--- src/rtl/id_ex_ctrl_skid_if.sv ---
// ID->EX control-bundle handshake interface.
//   ctrlD_i/validD_i/readyD_o : decode-side word, valid and ready
//   flush_i                   : drop every held word
//   ctrlE_o/validE_o/readyE_i : execute-side word, valid and ready
//   clr_cnt_i/stall_cnt_o     : stall counter clear and value
// master = environment driving the stage, slave = the stage itself.
interface id_ex_ctrl_skid_if #(
  parameter int unsigned CTRL_W   = 10,
  parameter int unsigned STALL_CW = 8
);
  logic [CTRL_W-1:0]   ctrlD_i;
  logic                validD_i;
  logic                readyD_o;
  logic                flush_i;
  logic [CTRL_W-1:0]   ctrlE_o;
  logic                validE_o;
  logic                readyE_i;
  logic                clr_cnt_i;
  logic [STALL_CW-1:0] stall_cnt_o;

  modport master (
    output ctrlD_i, validD_i, flush_i, readyE_i, clr_cnt_i,
    input  readyD_o, ctrlE_o, validE_o, stall_cnt_o
  );

  modport slave (
    input  ctrlD_i, validD_i, flush_i, readyE_i, clr_cnt_i,
    output readyD_o, ctrlE_o, validE_o, stall_cnt_o
  );
endinterface

--- src/rtl/id_ex_ctrl_skid.sv ---
// ID->EX control-word pipeline stage with valid/ready handshake.
//   clk_i  : rising-edge clock
//   rst_i  : synchronous active-high reset
//   bus    : id_ex_ctrl_skid_if.slave (decode side, execute side,
//            flush, stall counter clear/value)
// SKID_EN=1 registers readyD_o and parks one extra word in a skid
// entry; SKID_EN=0 keeps a single register with combinational ready.
// ctrlE_o is forced to zero whenever validE_o is low (bubble).
module id_ex_ctrl_skid #(
  parameter int unsigned CTRL_W   = 10,
  parameter bit          SKID_EN  = 1'b1,
  parameter int unsigned STALL_CW = 8
) (
  input logic              clk_i,
  input logic              rst_i,
  id_ex_ctrl_skid_if.slave bus
);

  typedef enum logic [1:0] {
    S_EMPTY = 2'd0,
    S_FULL  = 2'd1,
    S_SKID  = 2'd2
  } state_e;

  state_e              state_q, state_d;
  logic [CTRL_W-1:0]   main_q, main_d;
  logic [CTRL_W-1:0]   skid_q, skid_d;
  logic                rdy_q, rdy_d;
  logic [STALL_CW-1:0] cnt_q, cnt_d;

  logic                valid_e;
  logic                ready_d;
  logic                in_d;
  logic                out_e;

  // State register
  always_ff @(posedge clk_i) begin
    if (rst_i) begin
      state_q <= S_EMPTY;
      main_q  <= '0;
      skid_q  <= '0;
      rdy_q   <= 1'b1;
      cnt_q   <= '0;
    end else begin
      state_q <= state_d;
      main_q  <= main_d;
      skid_q  <= skid_d;
      rdy_q   <= rdy_d;
      cnt_q   <= cnt_d;
    end
  end

  // Next-state and datapath
  always_comb begin
    state_d = state_q;
    main_d  = main_q;
    skid_d  = skid_q;
    if (bus.flush_i) begin
      state_d = S_EMPTY;
      main_d  = '0;
      skid_d  = '0;
    end else begin
      unique case (state_q)
        S_EMPTY: begin
          if (in_d) begin
            state_d = S_FULL;
            main_d  = bus.ctrlD_i;
          end
        end
        S_FULL: begin
          if (in_d && out_e) begin
            main_d = bus.ctrlD_i;
          end else if (in_d && SKID_EN) begin
            // Only reachable with a registered ready; without the skid
            // entry, accepting while full implies the output drains.
            state_d = S_SKID;
            skid_d  = bus.ctrlD_i;
          end else if (out_e) begin
            state_d = S_EMPTY;
          end
        end
        S_SKID: begin
          if (out_e) begin
            state_d = S_FULL;
            main_d  = skid_q;
          end
        end
        default: begin
          state_d = S_EMPTY;
        end
      endcase
    end
    // Ready is a function of the next state so it leaves a flop.
    rdy_d = (state_d != S_SKID);
  end

  // Outputs and handshake decode
  always_comb begin
    valid_e = (state_q != S_EMPTY);
    if (SKID_EN) begin
      ready_d = rdy_q;
    end else begin
      ready_d = bus.readyE_i | ~valid_e;
    end
    in_d  = bus.validD_i & ready_d;
    out_e = valid_e & bus.readyE_i;
  end

  // Saturating stall counter; clear wins over increment, flush ignored.
  always_comb begin
    cnt_d = cnt_q;
    if (bus.clr_cnt_i) begin
      cnt_d = '0;
    end else if (valid_e && !bus.readyE_i && (cnt_q != '1)) begin
      cnt_d = cnt_q + 1'b1;
    end
  end

  assign bus.readyD_o    = ready_d;
  assign bus.validE_o    = valid_e;
  assign bus.ctrlE_o     = valid_e ? main_q : '0;
  assign bus.stall_cnt_o = cnt_q;

endmodule
--- src/flat_wrapper.sv ---
// flat-port wrapper written by rule: the top's interface ports become plain ports
module id_ex_ctrl_skid_flat 
#(
  parameter int unsigned CTRL_W   = 10,
  parameter bit          SKID_EN  = 1'b1,
  parameter int unsigned STALL_CW = 8
)
  (clk_i, rst_i, bus_ctrlD_i, bus_validD_i, bus_flush_i, bus_readyE_i, bus_clr_cnt_i, bus_readyD_o, bus_ctrlE_o, bus_validE_o, bus_stall_cnt_o);
  id_ex_ctrl_skid_if #(.CTRL_W(CTRL_W), .STALL_CW(STALL_CW)) bus_i ();
  input logic clk_i;
  input logic rst_i;
  input wire logic [$bits(bus_i.ctrlD_i)-1:0] bus_ctrlD_i;
  input wire logic [$bits(bus_i.validD_i)-1:0] bus_validD_i;
  input wire logic [$bits(bus_i.flush_i)-1:0] bus_flush_i;
  input wire logic [$bits(bus_i.readyE_i)-1:0] bus_readyE_i;
  input wire logic [$bits(bus_i.clr_cnt_i)-1:0] bus_clr_cnt_i;
  output wire logic [$bits(bus_i.readyD_o)-1:0] bus_readyD_o;
  output wire logic [$bits(bus_i.ctrlE_o)-1:0] bus_ctrlE_o;
  output wire logic [$bits(bus_i.validE_o)-1:0] bus_validE_o;
  output wire logic [$bits(bus_i.stall_cnt_o)-1:0] bus_stall_cnt_o;
  assign bus_i.ctrlD_i = bus_ctrlD_i;
  assign bus_i.validD_i = bus_validD_i;
  assign bus_i.flush_i = bus_flush_i;
  assign bus_i.readyE_i = bus_readyE_i;
  assign bus_i.clr_cnt_i = bus_clr_cnt_i;
  assign bus_readyD_o = bus_i.readyD_o;
  assign bus_ctrlE_o = bus_i.ctrlE_o;
  assign bus_validE_o = bus_i.validE_o;
  assign bus_stall_cnt_o = bus_i.stall_cnt_o;
  id_ex_ctrl_skid #(.CTRL_W(CTRL_W), .SKID_EN(SKID_EN), .STALL_CW(STALL_CW)) u_core (.clk_i(clk_i), .rst_i(rst_i), .bus(bus_i));
endmodule
--- config.mk ---
export PLATFORM = sky130hd
export DESIGN_NAME = id_ex_ctrl_skid_flat
export DESIGN_NICKNAME = d
export VERILOG_FILES = /design/src/rtl/id_ex_ctrl_skid_if.sv /design/src/rtl/id_ex_ctrl_skid.sv /design/src/flat_wrapper.sv
export SDC_FILE = /design/constraint.sdc
export NUM_CORES = 1
export LEC_CHECK = 0
export CAP_MARGIN = 20
export CORE_AREA = 2 2 63 65
export CTS_BUF_LIST = sky130_fd_sc_hd__clkbuf_4
export CTS_CLUSTER_DIAMETER = 30
export DETAILED_ROUTE_END_ITERATION = 16
export DIE_AREA = 0 0 65 67
export GPL_TIMING_DRIVEN = 0
export PLACE_DENSITY = 0.7
export SLEW_MARGIN = 0
export SYNTH_ARGS = -nofsm -noshare
export SYNTH_HDL_FRONTEND = slang
export SYNTH_SLANG_ARGS = --single-unit
--- constraint.sdc ---
create_clock -name clk_i -period 2.1 [get_ports clk_i]
set_clock_uncertainty 0.15 [all_clocks]
set_input_delay 0.315 -clock clk_i [delete_from_list [all_inputs] [get_ports clk_i]]
set_output_delay 0.315 -clock clk_i [all_outputs]
set_load 0.01 [all_outputs]
After elaboration in Yosys (flattened, before gate mapping)
Index checks and enable logic that the tools add are counted.
- output and inout bits: 20
- register bits: 31
- input port bits: 16
- reduce and logical (&&, ||, !) cells: 11
- add/subtract/negate cells: 1
- bitwise operators: 3
- equal/unequal tests: 7
- mux-type cells: 12
- operator list (operator ; count):
    10-bit 2-to-1 mux ; 4
    10-bit one-hot mux with 3 select lines ; 1
    2-bit 2-to-1 mux ; 6
    8-bit by 1-bit adder with 8-bit output, second input constant ; 1
    8-bit inequality test, second input constant ; 1
    2-bit by 1-bit inequality test with 1-bit output, second input constant ; 3
    2-bit one-hot mux with 3 select lines ; 1
    4-bit AND reduction ; 1
    2-bit OR reduction ; 2
    1-bit logical AND ; 3
    3-bit AND reduction ; 1
    3-bit nonzero test ; 1
    1-bit AND ; 2
    2-bit by 1-bit equality test with 1-bit output, second input constant ; 1
    2-bit equality test, second input constant ; 1
    2-bit logical NOT ; 1
    2-bit inequality test, second input constant ; 1
    2-bit nonzero test ; 1
    1-bit logical NOT ; 1
    1-bit NOT ; 1

Depth between registers and ports, before layout
- word-level depth: 8
- gate-level depth with buffers: 6
- mapped depth without buffers: 5

Worst setup path after synthesis
OpenSTA, ideal clock, no wires.
- path type: register to register
- start point: reg u_core.cnt_q[0], in the netlist u_core.bus.stall_cnt_o[0]
- end point: reg u_core.cnt_q[5], in the netlist u_core.bus.stall_cnt_o[5]
- path slack: 453 ps
- clock period less this slack: 1647 ps
- cell stages (with the launch flop): 6
- buffers on the path: 0
- arrival time: 1427 ps
- setup time: 70 ps
- cells stage by stage: dfxtp_1 > ha_1 > nand3_1 > o21ai_2 > or4_1 > a21oi_1
- cells in the longest elaborated chain, start to end: 2
- ends and longest elaborated chain (item ; line ; text):
    start, declared ; id_ex_ctrl_skid.sv:29 ; logic [STALL_CW-1:0] cnt_q, cnt_d;
    start signal, assigned ; id_ex_ctrl_skid.sv:49 ; cnt_q <= cnt_d;
    parallel branches: the longest is 2 deep, another holds 8-bit by 1-bit adder with 8-bit output ; n/a ;
Several ways; the timed one is not identified.
A chain may end at the register's enable or synchronous reset.

Final worst setup path
- start point: reg u_core.state_q[1]
- end point: out bus_ctrlE_o[9]
- cells in the longest elaborated chain, start to end: 2
- ends and longest elaborated chain (item ; line ; text):
    start, declared ; id_ex_ctrl_skid.sv:25 ; state_e state_q, state_d;
    start signal, assigned ; id_ex_ctrl_skid.sv:45 ; state_q <= state_d;
    2-bit nonzero test ; id_ex_ctrl_skid.sv:99 ; valid_e = (state_q != S_EMPTY);
    10-bit 2-to-1 mux ; id_ex_ctrl_skid.sv:121 ; assign bus.ctrlE_o = valid_e ? main_q : '0;
    end, declared ; flat_wrapper.sv:18 ; output wire logic [$bits(bus_i.ctrlE_o)-1:0] bus_ctrlE_o;
Every way passes these cells.

==> report_table.html <==
<table>
<tr><th>Metric</th><th>Value</th></tr>
<tr><th colspan="2">STA</th></tr>
<tr><td>Setup-failing EPs final</td><td>0</td></tr>
<tr><td>Final sum of negative setup slack</td><td>0 ns</td></tr>
<tr><td>Headroom to the max-slew limit</td><td>0.710</td></tr>
<tr><td>Final period utilization</td><td>0.924</td></tr>
<tr><td>Fmax achieved</td><td>0.515 GHz</td></tr>
<tr><td>RSZ-0062 raised after global routing</td><td>false</td></tr>
<tr><td>Number of hold-slack violations in the final timing report</td><td>0</td></tr>
<tr><td>Least setup slack across all paths after layout</td><td>between 0.15 and 0.2 ns</td></tr>
<tr><td>Fin crit period</td><td>between 1.5 and 2 ns</td></tr>
<tr><td>Worst hold slack</td><td>0.347 ns</td></tr>
<tr><td>Max-slew violation count</td><td>0</td></tr>
<tr><td>Transition time at the pin with the least slew margin</td><td>0.434 ns</td></tr>
<tr><th colspan="2">Synth</th></tr>
<tr><td>Post-synthesis net count</td><td>between 150 and 200</td></tr>
<tr><td>Flip-flop and latch count after synthesis</td><td>31</td></tr>
<tr><td>Mean cell area of the mapped netlist</td><td>9.29 um2</td></tr>
<tr><td>EDFF count, synth</td><td>0</td></tr>
<tr><td>Post-synthesis instance total</td><td>152</td></tr>
<tr><td>Syn Std Cell Area</td><td>1410 um2</td></tr>
<tr><td>Sequential-to-total area share from yosys stat</td><td>0.440</td></tr>
<tr><td>Total number of yosys warnings</td><td>0</td></tr>
<tr><td>Top_reg_cell synth</td><td>sky130_fd_sc_hd__dfxtp_1</td></tr>
<tr><td>Count of distinct cell types in the synthesized netlist</td><td>35</td></tr>
<tr><td>Synth async-reset ratio</td><td>0</td></tr>
<tr><th colspan="2">Final layout</th></tr>
<tr><td>Fillcell total</td><td>roughly 340</td></tr>
<tr><td>Most common cell after layout, fill and taps aside</td><td>sky130_fd_sc_hd__dfxtp_1</td></tr>
<tr><td>Post-layout utilization of the core</td><td>0.523</td></tr>
<tr><td>Inserted Diodes</td><td>0</td></tr>
<tr><td>Commonest non-fill, non-tap cells in the layout</td><td>sky130_fd_sc_hd__dfxtp_1 (30), sky130_fd_sc_hd__nor2_1 (25), sky130_fd_sc_hd__clkdlybuf4s50_1 (25), sky130_fd_sc_hd__mux2i_1 (21), sky130_fd_sc_hd__nor2b_1 (11)</td></tr>
<tr><td>Post-synthesis to final-layout area growth</td><td>33.5%</td></tr>
<tr><td>Number of cells in the finished layout apart from fillers</td><td>approximately 240</td></tr>
<tr><td>Post-route design area</td><td>between 1500 and 2000 um2</td></tr>
<tr><td>Share of layout cells above drive strength 1</td><td>0.0821</td></tr>
<tr><td>Sequential cell area in the final layout</td><td>622 um2</td></tr>
<tr><td>Area of the multi-input gates</td><td>747 um2</td></tr>
<tr><td>Final layout net count</td><td>211</td></tr>
<tr><th colspan="2">Setup path</th></tr>
<tr><td>Worst EP arrival</td><td>1.48 ns</td></tr>
<tr><td>Worst setup path class</td><td>flop to output port</td></tr>
<tr><td>Reg2Reg Depth</td><td>5</td></tr>
<tr><td>Crit. End Element</td><td>output port</td></tr>
<tr><td>Category of the worst setup path launch point</td><td>flop</td></tr>
<tr><td>Highest fanout seen on the critical path</td><td>10</td></tr>
<tr><td>Required time at the endpoint of the critical path</td><td>1.63 ns</td></tr>
<tr><th colspan="2">Placement</th></tr>
<tr><td>Post-placement setup slack</td><td>-0.0562 ns</td></tr>
<tr><td>Detail Placement HPWL</td><td>2.11 mm</td></tr>
<tr><td>Placement Cell Area</td><td>1820 um2</td></tr>
<tr><td>Buffers on Ports</td><td>35</td></tr>
<tr><td>Placed cell count</td><td>between 200 and 250</td></tr>
<tr><td>Placer Congestion</td><td>0.743</td></tr>
<tr><th colspan="2">Clock network</th></tr>
<tr><td>Clock input transition at the sequential cells of the worst setup and hold paths</td><td>approximately 0.09 ns</td></tr>
<tr><td>H-tree Lvls</td><td>2</td></tr>
<tr><td>Max Root-Sink Buffers</td><td>2</td></tr>
<tr><td>Clock buffers created by TritonCTS</td><td>5</td></tr>
<tr><td>Root buffer cell</td><td>sky130_fd_sc_hd__clkbuf_4</td></tr>
<tr><td>Clock Sinks</td><td>31</td></tr>
<tr><td>Clock tree from TritonCTS</td><td>yes</td></tr>
<tr><td>Worst-Skew Late Latency</td><td>0.31 ns</td></tr>
<tr><th colspan="2">Power and ir drop</th></tr>
<tr><td>Leakage power of the design</td><td>0.773 nW</td></tr>
<tr><td>Total power after layout</td><td>about 1.0 mW</td></tr>
<tr><td>PwrDens</td><td>554 nW/um2</td></tr>
<tr><td>Worst supply voltage drop on vdd</td><td>about 270 uV</td></tr>
<tr><th colspan="2">Global routing</th></tr>
<tr><td>Largest net degree at the start of global routing</td><td>11</td></tr>
<tr><td>Number of antenna violations at the first check in global routing</td><td>0</td></tr>
<tr><td>First-pass GRT wire length</td><td>4.84 mm</td></tr>
<tr><td>Global-route usage over all layers</td><td>0.145</td></tr>
<tr><td>Gr ovfl total</td><td>0</td></tr>
<tr><td>Number of global-route vias before repair</td><td>1136</td></tr>
<tr><th colspan="2">Route</th></tr>
<tr><td>Via-per-instance ratio</td><td>4.81</td></tr>
<tr><td>Iter 0 DRT Violations</td><td>16</td></tr>
<tr><td>Final ANT Viol Nets</td><td>0</td></tr>
<tr><td>Vias after detailed routing</td><td>about 1200</td></tr>
<tr><td>WL per Instance</td><td>11.2 um</td></tr>
<tr><td>Detailed-route wire length</td><td>between 2 and 3 mm</td></tr>
<tr><td>Detailed-router iteration count before antenna repair</td><td>4</td></tr>
<tr><td>DRC viols</td><td>0</td></tr>
<tr><th colspan="2">Floorplan</th></tr>
<tr><td>Die Area</td><td>about 4400 um2</td></tr>
<tr><td>Count of standard-cell rows</td><td>22</td></tr>
<tr><td>Horizontal extent of the die</td><td>65 um</td></tr>
<tr><td>I/O pin total</td><td>36</td></tr>
<tr><td>Die Y-Extent</td><td>67 um</td></tr>
<tr><td>Area of the core</td><td>roughly 3600 um2</td></tr>
<tr><td>Starting density of the core</td><td>0.391</td></tr>
<tr><th colspan="2">Run</th></tr>
<tr><td>Max_cap viols</td><td>0</td></tr>
<tr><th colspan="2">Run status</th></tr>
<tr><td>Result of the run</td><td>finished, final reports clean</td></tr>
<tr><th colspan="2">Hold path</th></tr>
<tr><td>WHS Path Cells</td><td>2</td></tr>
<tr><td>Worst hold path type</td><td>flop to flop</td></tr>
</table>
[critical path, stage by stage (launching register included)]
cell and delay, ns:
sky130_fd_sc_hd__dfxtp_1 0.32, sky130_fd_sc_hd__buf_4 0.16, sky130_fd_sc_hd__nor2_4 0.06, sky130_fd_sc_hd__nor2b_1 0.09, sky130_fd_sc_hd__clkdlybuf4s50_1 0.53
[final cells by class]
class,instances,share of cell area
buffer,9,0.0286
clock buffer,6,0.0239
clock inverter,2,0.00398
inverter,2,0.00398
multi-input combinational,110,0.396
sequential,31,0.330
tap,48,0.0319
timing repair buffer,35,0.181
[flip-flops by register name (all words and copies together) (netlist names)]
signal                  cells
u_core.state_q              2
u_core.bus.stall_cnt_o      8
u_core.main_q              10
u_core.bus.readyD_o         1
u_core.skid_q              10
[where the power goes]
part           total [mW]  internal [mW]  switching [mW]
sequential          0.607          0.600         0.00708
clock               0.319          0.137           0.183
combinational       0.117         0.0633          0.0536
total                1.04          0.800           0.243
[layer usage]
| layer | GRT usage | share of wire |
|---|---|---|
| met5 | 0 | 0 |
| met1 | 0.164 | 0.46 |
| met2 | 0.249 | 0.48 |
| met3 | 0.0507 | 0.059 |
| met4 | 0.0559 | 0.0073 |
[cells in the mapped netlist (2+ instances only)]
master | number | share of area
sky130_fd_sc_hd__buf_2 | 2 | 0.0071
sky130_fd_sc_hd__nand2_1 | 5 | 0.013
sky130_fd_sc_hd__o21a_1 | 2 | 0.011
sky130_fd_sc_hd__o31ai_1 | 3 | 0.016
sky130_fd_sc_hd__mux2i_1 | 21 | 0.15
sky130_fd_sc_hd__a21oi_1 | 4 | 0.014
sky130_fd_sc_hd__nand3_1 | 4 | 0.014
sky130_fd_sc_hd__or4_1 | 2 | 0.011
sky130_fd_sc_hd__dfxtp_1 | 31 | 0.44
sky130_fd_sc_hd__clkbuf_1 | 4 | 0.011
sky130_fd_sc_hd__a211oi_1 | 10 | 0.053
sky130_fd_sc_hd__xor2_1 | 3 | 0.019
sky130_fd_sc_hd__nor2b_1 | 11 | 0.049
sky130_fd_sc_hd__nand4_1 | 2 | 0.0089
sky130_fd_sc_hd__nor2_1 | 26 | 0.069
sky130_fd_sc_hd__buf_4 | 2 | 0.011
sky130_fd_sc_hd__inv_1 | 2 | 0.0053
[kinds of logic (layout without fill, tap and decap cells)]
family | count (synthesis) | in the layout | share of synthesized area
buf+inv | 11 | 54 | 0.0363
fa+ha+maj | 1 | 1 | 0.00886
simple gates | 59 | 59 | 0.208
xor+xnor | 4 | 4 | 0.0248
compound gates | 25 | 25 | 0.133
flops | 31 | 31 | 0.440
mux | 21 | 21 | 0.149
[final timing paths]
check / start / to / slack (ns)
worst max-delay path: u_core.state_q[1] / bus_ctrlE_o[9] / 0.16
worst min-delay path: u_core.main_q[0] / u_core.main_q[0] / 0.35
worst max register to register: u_core.bus.stall_cnt_o[0] / u_core.bus.stall_cnt_o[5] / 0.35
worst min register to register: u_core.main_q[0] / u_core.main_q[0] / 0.35
[what timing repair did]
item                                   CTS  global route
endpoints found under the hold margin    0             0
resized for setup                       13             3
pin swaps                                0             0
hold buffers                             0             0
buffers inserted                         0             0
setup endpoints to repair               10             1
(Power assumes the default switching activity.)
